<file path="src/rtl/operand_loader.sv">
// Operand entry stage for the 4-bit AND array: synchronizes switches and a bouncy
// load button, then captures two operands on successive debounced presses.
module operand_loader #(
  parameter int DEBOUNCE_CYCLES = 4,
  parameter int CNT_W           = 4
) (
  input  logic             clk,
  input  logic             rst_n,
  input  logic [3:0]       sw,
  input  logic             load_btn,
  input  logic             clear,
  output logic [3:0]       op1,
  output logic [3:0]       op2,
  output logic             ops_valid,
  output logic [1:0]       state,
  output logic [CNT_W-1:0] pair_cnt
);

  typedef enum logic [1:0] {
    LOAD_A = 2'b00,
    LOAD_B = 2'b01,
    HOLD   = 2'b10
  } state_t;

  localparam int DB_W = $clog2(DEBOUNCE_CYCLES + 1);
  localparam logic [DB_W-1:0] DB_LAST = DB_W'(DEBOUNCE_CYCLES - 1);

  logic [3:0]      sw_m;
  logic [3:0]      sw_s;
  logic            btn_m;
  logic            btn_s;
  logic            deb;
  logic            deb_q;
  logic            press;
  logic [DB_W-1:0] db_cnt;
  state_t          st;

  // Two-flop synchronizers for the asynchronous board inputs.
  always_ff @(posedge clk or negedge rst_n) begin
    if (!rst_n) begin
      sw_m  <= 4'b0000;
      sw_s  <= 4'b0000;
      btn_m <= 1'b0;
      btn_s <= 1'b0;
    end else begin
      sw_m  <= sw;
      sw_s  <= sw_m;
      btn_m <= load_btn;
      btn_s <= btn_m;
    end
  end

  // The debounced level flips only after DEBOUNCE_CYCLES consecutive mismatching cycles.
  always_ff @(posedge clk or negedge rst_n) begin
    if (!rst_n) begin
      deb    <= 1'b0;
      db_cnt <= '0;
    end else if (btn_s != deb) begin
      if (db_cnt == DB_LAST) begin
        deb    <= ~deb;
        db_cnt <= '0;
      end else begin
        db_cnt <= db_cnt + 1'b1;
      end
    end else begin
      db_cnt <= '0;
    end
  end

  // Registered rising-edge pulse of the debounced level; falling edges are ignored.
  always_ff @(posedge clk or negedge rst_n) begin
    if (!rst_n) begin
      deb_q <= 1'b0;
      press <= 1'b0;
    end else begin
      deb_q <= deb;
      press <= deb & ~deb_q;
    end
  end

  // Operand FSM; clear wins over a coincident press and leaves pair_cnt alone.
  always_ff @(posedge clk or negedge rst_n) begin
    if (!rst_n) begin
      st        <= LOAD_A;
      op1       <= 4'b0000;
      op2       <= 4'b0000;
      ops_valid <= 1'b0;
      pair_cnt  <= '0;
    end else if (clear) begin
      st        <= LOAD_A;
      op1       <= 4'b0000;
      op2       <= 4'b0000;
      ops_valid <= 1'b0;
    end else if (press) begin
      case (st)
        LOAD_A, HOLD: begin
          op1       <= sw_s;
          op2       <= 4'b0000;
          ops_valid <= 1'b0;
          st        <= LOAD_B;
        end
        LOAD_B: begin
          op2       <= sw_s;
          ops_valid <= 1'b1;
          pair_cnt  <= pair_cnt + 1'b1;
          st        <= HOLD;
        end
        default: begin
          op1       <= 4'b0000;
          op2       <= 4'b0000;
          ops_valid <= 1'b0;
          st        <= LOAD_A;
        end
      endcase
    end
  end

  assign state = st;

endmodule

</file>
<file path="config.mk">
export PLATFORM = sky130hd
export DESIGN_NAME = operand_loader
export DESIGN_NICKNAME = d
export VERILOG_FILES = /design/src/rtl/operand_loader.sv
export SDC_FILE = /design/constraint.sdc
export NUM_CORES = 1
export LEC_CHECK = 0
export CORE_MARGIN = 2
export CORE_UTILIZATION = 44
export CTS_CLUSTER_SIZE = 25
export DETAILED_ROUTE_END_ITERATION = 8
export PLACE_DENSITY = 0.78
export SETUP_SLACK_MARGIN = 0.5
export SKIP_CTS_REPAIR_TIMING = 1
export SYNTH_ARGS = -nofsm -noshare
export SYNTH_HDL_FRONTEND = slang
export SYNTH_SLANG_ARGS = --single-unit
</file>
<file path="constraint.sdc">
create_clock -name clk -period 1.2 [get_ports clk]
set_input_delay 0.12 -clock clk [delete_from_list [all_inputs] [get_ports clk]]
set_output_delay 0.12 -clock clk [all_outputs]
set_load 0.005 [all_outputs]
</file>
Yosys cells after proc, flatten, opt, wreduce, memory -nomap -nowiden
Cells that the tools add are included.

Flip-flop bits (word level): 31. Input port bits: 8. Output and inout bits: 15. Word-level logic and storage cells: 44.

Add/sub/neg operators: 2. Equality and inequality tests: 5. Multiplexer cells: 14. Bitwise gates (word level): 4. Reduce and logical (&&, ||, !) cells: 6.

Operators with widths (count): $mux W4 (5); $pmux W4 S2 (1); $mux W3 (2); $add A4 B1 Y4 const B (1); $mux W2 (2); $pmux W2 S2 (1); $reduce_and A2 Y1 (2); $add A3 B1 Y3 const B (1); $eq A3 B2 Y1 const B (1); $mux W1 (3); $not A1 Y1 (3); $reduce_and A3 Y1 (1); $eq A2 B1 Y1 const B (1); $eq A2 B2 Y1 const B (1); $logic_not A2 Y1 (1); $ne A2 B2 Y1 const B (1); $reduce_bool A2 Y1 (1); $reduce_or A2 Y1 (1); $and A1 B1 Y1 (1); $ne A1 B1 Y1 (1).

Longest topological paths before layout
Depth in word-level cells: 5. Mapped depth: 5. Mapped depth without buffers: 3.

Worst setup path after synthesis
Ideal clock, no wire load.

Kind: reg2reg. Start point: register ops_valid (netlist name). End point: register pair_cnt[1]. Library setup time: 0.125 ns. Data arrival time: 1.180 ns. Required time: 1.075 ns. Path slack: -0.105 ns. Cell stages (with the launch flop): 4. Buffers on the path: 1. Period minus slack after synthesis: 1.305 ns. Path through: dfrtp_1 -> nor4bb_4 -> buf_6 -> mux2_2.

RTL lines: end signal, assigned (RTL line 105) `pair_cnt <= pair_cnt + 1'b1;`; end, declared (RTL line 16) `output logic [CNT_W-1:0] pair_cnt`.

==> flow_metrics.env <==
export IMPL_status="complete, but fails checks"
export IMPL_failed_checks="negative setup slack"
export IMPL_syn_inst=73
export IMPL_cts_htree_levels=2
export IMPL_io_buffers=22
export IMPL_synth_mux_area_share_pct=2.97
export IMPL_seqPwrFrac_pct=45.6
export IMPL_start_util_pct=45.4
export IMPL_synth_top_cell_area_share_pct=68.6
export IMPL_grt_max_degree=31
export IMPL_antenna_found_initial=0
export IMPL_ys_seq_elements=30
export IMPL_drv_cap=0
export IMPL_tightest_slew_ns=0.304
export IMPL_reg2reg_from="ops_valid"
export IMPL_min_period_over_period_pct=117
export IMPL_stdcell_area_um2=1560
export IMPL_num_io_pins=23
export IMPL_dieArea_um2=2900
export IMPL_rsz0062_at_grt="true"
export IMPL_vdd_drop_max_mv=1.38
export IMPL_critPathKind="reg -> reg"
export IMPL_fin_worst_skew_ns=0.0136
export IMPL_clockRootBuffer="clkbuf_4"
export IMPL_p_sw_uw=880
export IMPL_cts_clk_slew_worst_paths_ns=0.09
export IMPL_synthAdderAreaFrac_pct=2.29
export IMPL_critPathMaxFanout=4
export IMPL_yosysUniqueCellTypes=20
export IMPL_synth_top_cell_by_area="dfrtp_1"
export IMPL_drcViolationCount=0
export IMPL_setup_viol=8
export IMPL_grt_pass1_wl_um=2930
export IMPL_cts_buffers=5
export IMPL_hp_class="in -> async"
export IMPL_relSlewSlack_pct=79.6
export IMPL_fin_crit_ns=1.40
export IMPL_drt_initial_drc_count=13
export IMPL_core_um2=2410
export IMPL_slew_violations=0
export IMPL_setup_slack_ns=-0.198
export IMPL_placed_area_um2=1420
export IMPL_cp_required_ns=1.41
export IMPL_p_leak_nw=0.793
export IMPL_utilization_pct=64.8
export IMPL_critPathMaxStageDelay_ns=0.40
export IMPL_vias_per_cell=4.95
export IMPL_synth_warnings=0
export IMPL_num_nets_final=128
export IMPL_dp_hpwl_um=1260
export IMPL_arrival_ns=1.60
export IMPL_syn_nets=83
export IMPL_antenna_cells=0
export IMPL_overflow=0
export IMPL_place_ws_ns=-0.293
export IMPL_cts_sinks=30
export IMPL_swShare_pct=29.7
export IMPL_fp_dieW_um=53.9
export IMPL_critPathSlowestCell="dfrtp_1"
export IMPL_grt_pass1_vias=695
export IMPL_critPathLaunch="ops_valid"
export IMPL_timing_fmax_mhz=715
export IMPL_clk_latency_ns=0.32
export IMPL_syn_to_final_growth_pct=42.8
export IMPL_grt_usage_pct=15.3
export IMPL_wl_per_cell_um=13.3
export IMPL_crit_path_end_kind="flip-flop"
export IMPL_hold_slack_ns=0.149
export IMPL_cp_cell_sequence="buf_6 > nor4bb_4 > buf_4 > mux2_4"
export IMPL_synth_xor_area_share_pct=4.69
export IMPL_combPwrFrac_pct=36.9
export IMPL_synth_top_family_by_area="simple AND/OR/NAND/NOR gates"
export IMPL_tritoncts="built"
export IMPL_final_cells=148
export IMPL_clockPowerShare_pct=17.5
export IMPL_fp_row_count=18
export IMPL_die_h_um=53.9
export IMPL_drive_above_1_share_pct=46.6
export IMPL_yosys_area_share_simple_pct=11.0
export IMPL_place_gp_congestion=0.775
export IMPL_power_mw=2.96
export IMPL_p_int_mw=2.08
export IMPL_yosys_top_cells_area="dfrtp_1 (69%), a22o_2 (3.7%), nor2b_1 (2.9%), xnor2_1 (2.4%), ha_1 (2.3%)"
export IMPL_firstDrtPassIters=4
export IMPL_dp_cells=131
export IMPL_fin_tns_setup_ns=-1.04
export IMPL_ys_seq_area_share_pct=68.6
export IMPL_clockBufferDepth=2
export IMPL_wl_um=1970
export IMPL_hold_viol=0
export IMPL_postRouteAntennaNets=0
export IMPL_synth_compound_area_share_pct=7.32
export IMPL_num_vias=732
export IMPL_synth_area_um2=1090
export IMPL_power_density_nw_per_um2=1900
export IMPL_crit_path_start_kind="flip-flop"
export IMPL_syn_area_per_cell_um2=15.0
## final timing paths
check,endpoint,slack [ns],cells after the start
max reg2reg,pair_cnt[1],-0.20,4
max,pair_cnt[1],-0.20,4
max in group asynchronous,op2[0],0.88,2
min,op2[1],0.15,2
min in group clk,sw_m[2],0.25,1
min reg2reg,sw_s[3],0.35,0
## worst max-delay path: cells and delay by family (launching register included)
kind / cells / cell delay, ns
flip-flops: 1 / 0.40
buffers and inverters: 2 / 0.31
multiplexers: 1 / 0.30
AND/OR/NAND/NOR: 1 / 0.27
## power groups by stage
| stage | registers (mW) | logic (mW) | clock network (mW) |
|---|---|---|---|
| after floorplan | 1.38 | 0.386 | 0 |
| after global placement | 1.33 | 0.825 | 0 |
| after detailed placement | 1.34 | 0.854 | 0 |
| after CTS | 1.33 | 0.855 | 0.542 |
| after global routing | 1.37 | 1.20 | 0.578 |
| final | 1.35 | 1.09 | 0.518 |
## state kept, by name (all words and copies together) (netlist names)
| register | cells |
|---|---|
| sw_m | 4 |
| deb_q | 1 |
| pair_cnt | 4 |
| state | 1 |
| btn_m | 1 |
| sw_s | 4 |
| db_cnt | 3 |
| op1 | 4 |
| press | 1 |
| deb | 1 |
| ops_valid | 1 |
| btn_s | 1 |
| op2 | 4 |
## kinds of logic (layout without fill, tap and decap cells)
family,Yosys count,after routing
buffers and inverters,4,49
XOR/XNOR,5,5
AO/OA/AOI/OAI,12,12
flip-flops,30,30
multiplexers,3,3
adder cells (fa/ha/maj),2,2
AND/OR/NAND/NOR,17,17
## synth_stat cells
library cell / n
dfrtp_1: 30
nand2_1: 5
nor2b_1: 5
a21oi_1: 4
a22o_2: 4
o21ai_0: 4
nor2_1: 3
xnor2_1: 3
buf_6: 2
ha_1: 2
mux2_2: 2
buf_4: 1
inv_1: 1
mux2i_1: 1
nand4_4: 1
nor3_1: 1
nor3b_1: 1
nor4bb_4: 1
xnor2_2: 1
xor2_1: 1
## layout make-up
class | instances | area (um2)
fill | 180 | 848
sequential | 30 | 752
multi-input combinational | 39 | 383
timing repair buffer | 41 | 340
clock buffer | 7 | 45.0
tap | 30 | 37.5
inverter | 1 | 3.75
## placed cells by master, fill, tap and decap left out
master           synthesis  final
nand2_1                  5      5
dfrtp_2                  0      1
clkdlybuf4s50_1          0      7
nor2_1                   3      3
a22o_2                   4      4
nor4bb_4                 1      1
buf_2                    0      2
clkbuf_1                 0      2
ha_4                     0      1
buf_12                   0      1
xnor2_1                  3      1
dlymetal6s2s_1           0      2
nor3b_2                  0      1
mux2_4                   0      2
xnor2_2                  1      3
nor2b_1                  5      2
nand4_4                  1      1
dfrtp_1                 30     29
buf_6                    2      6
clkbuf_2                 0     10
ha_1                     2      1
inv_1                    1      1
clkbuf_4                 0      5
o21ai_1                  0      4
xor2_1                   1      1
a21oi_1                  4      4
mux2i_1                  1      1
buf_4                    1     13
nor2b_4                  0      3
nor3_4                   0      1
## metal layers
layer  up-vias  global-route usage (%)  routed length [um]
met3         5                    5.00                 112
met2        24                    23.4                1050
met1       367                    17.9                 776
li1        336                       -                   -
met5         -                       0                   0
met4         0                    11.5                  37
Power figures use the tool's default switching activity.
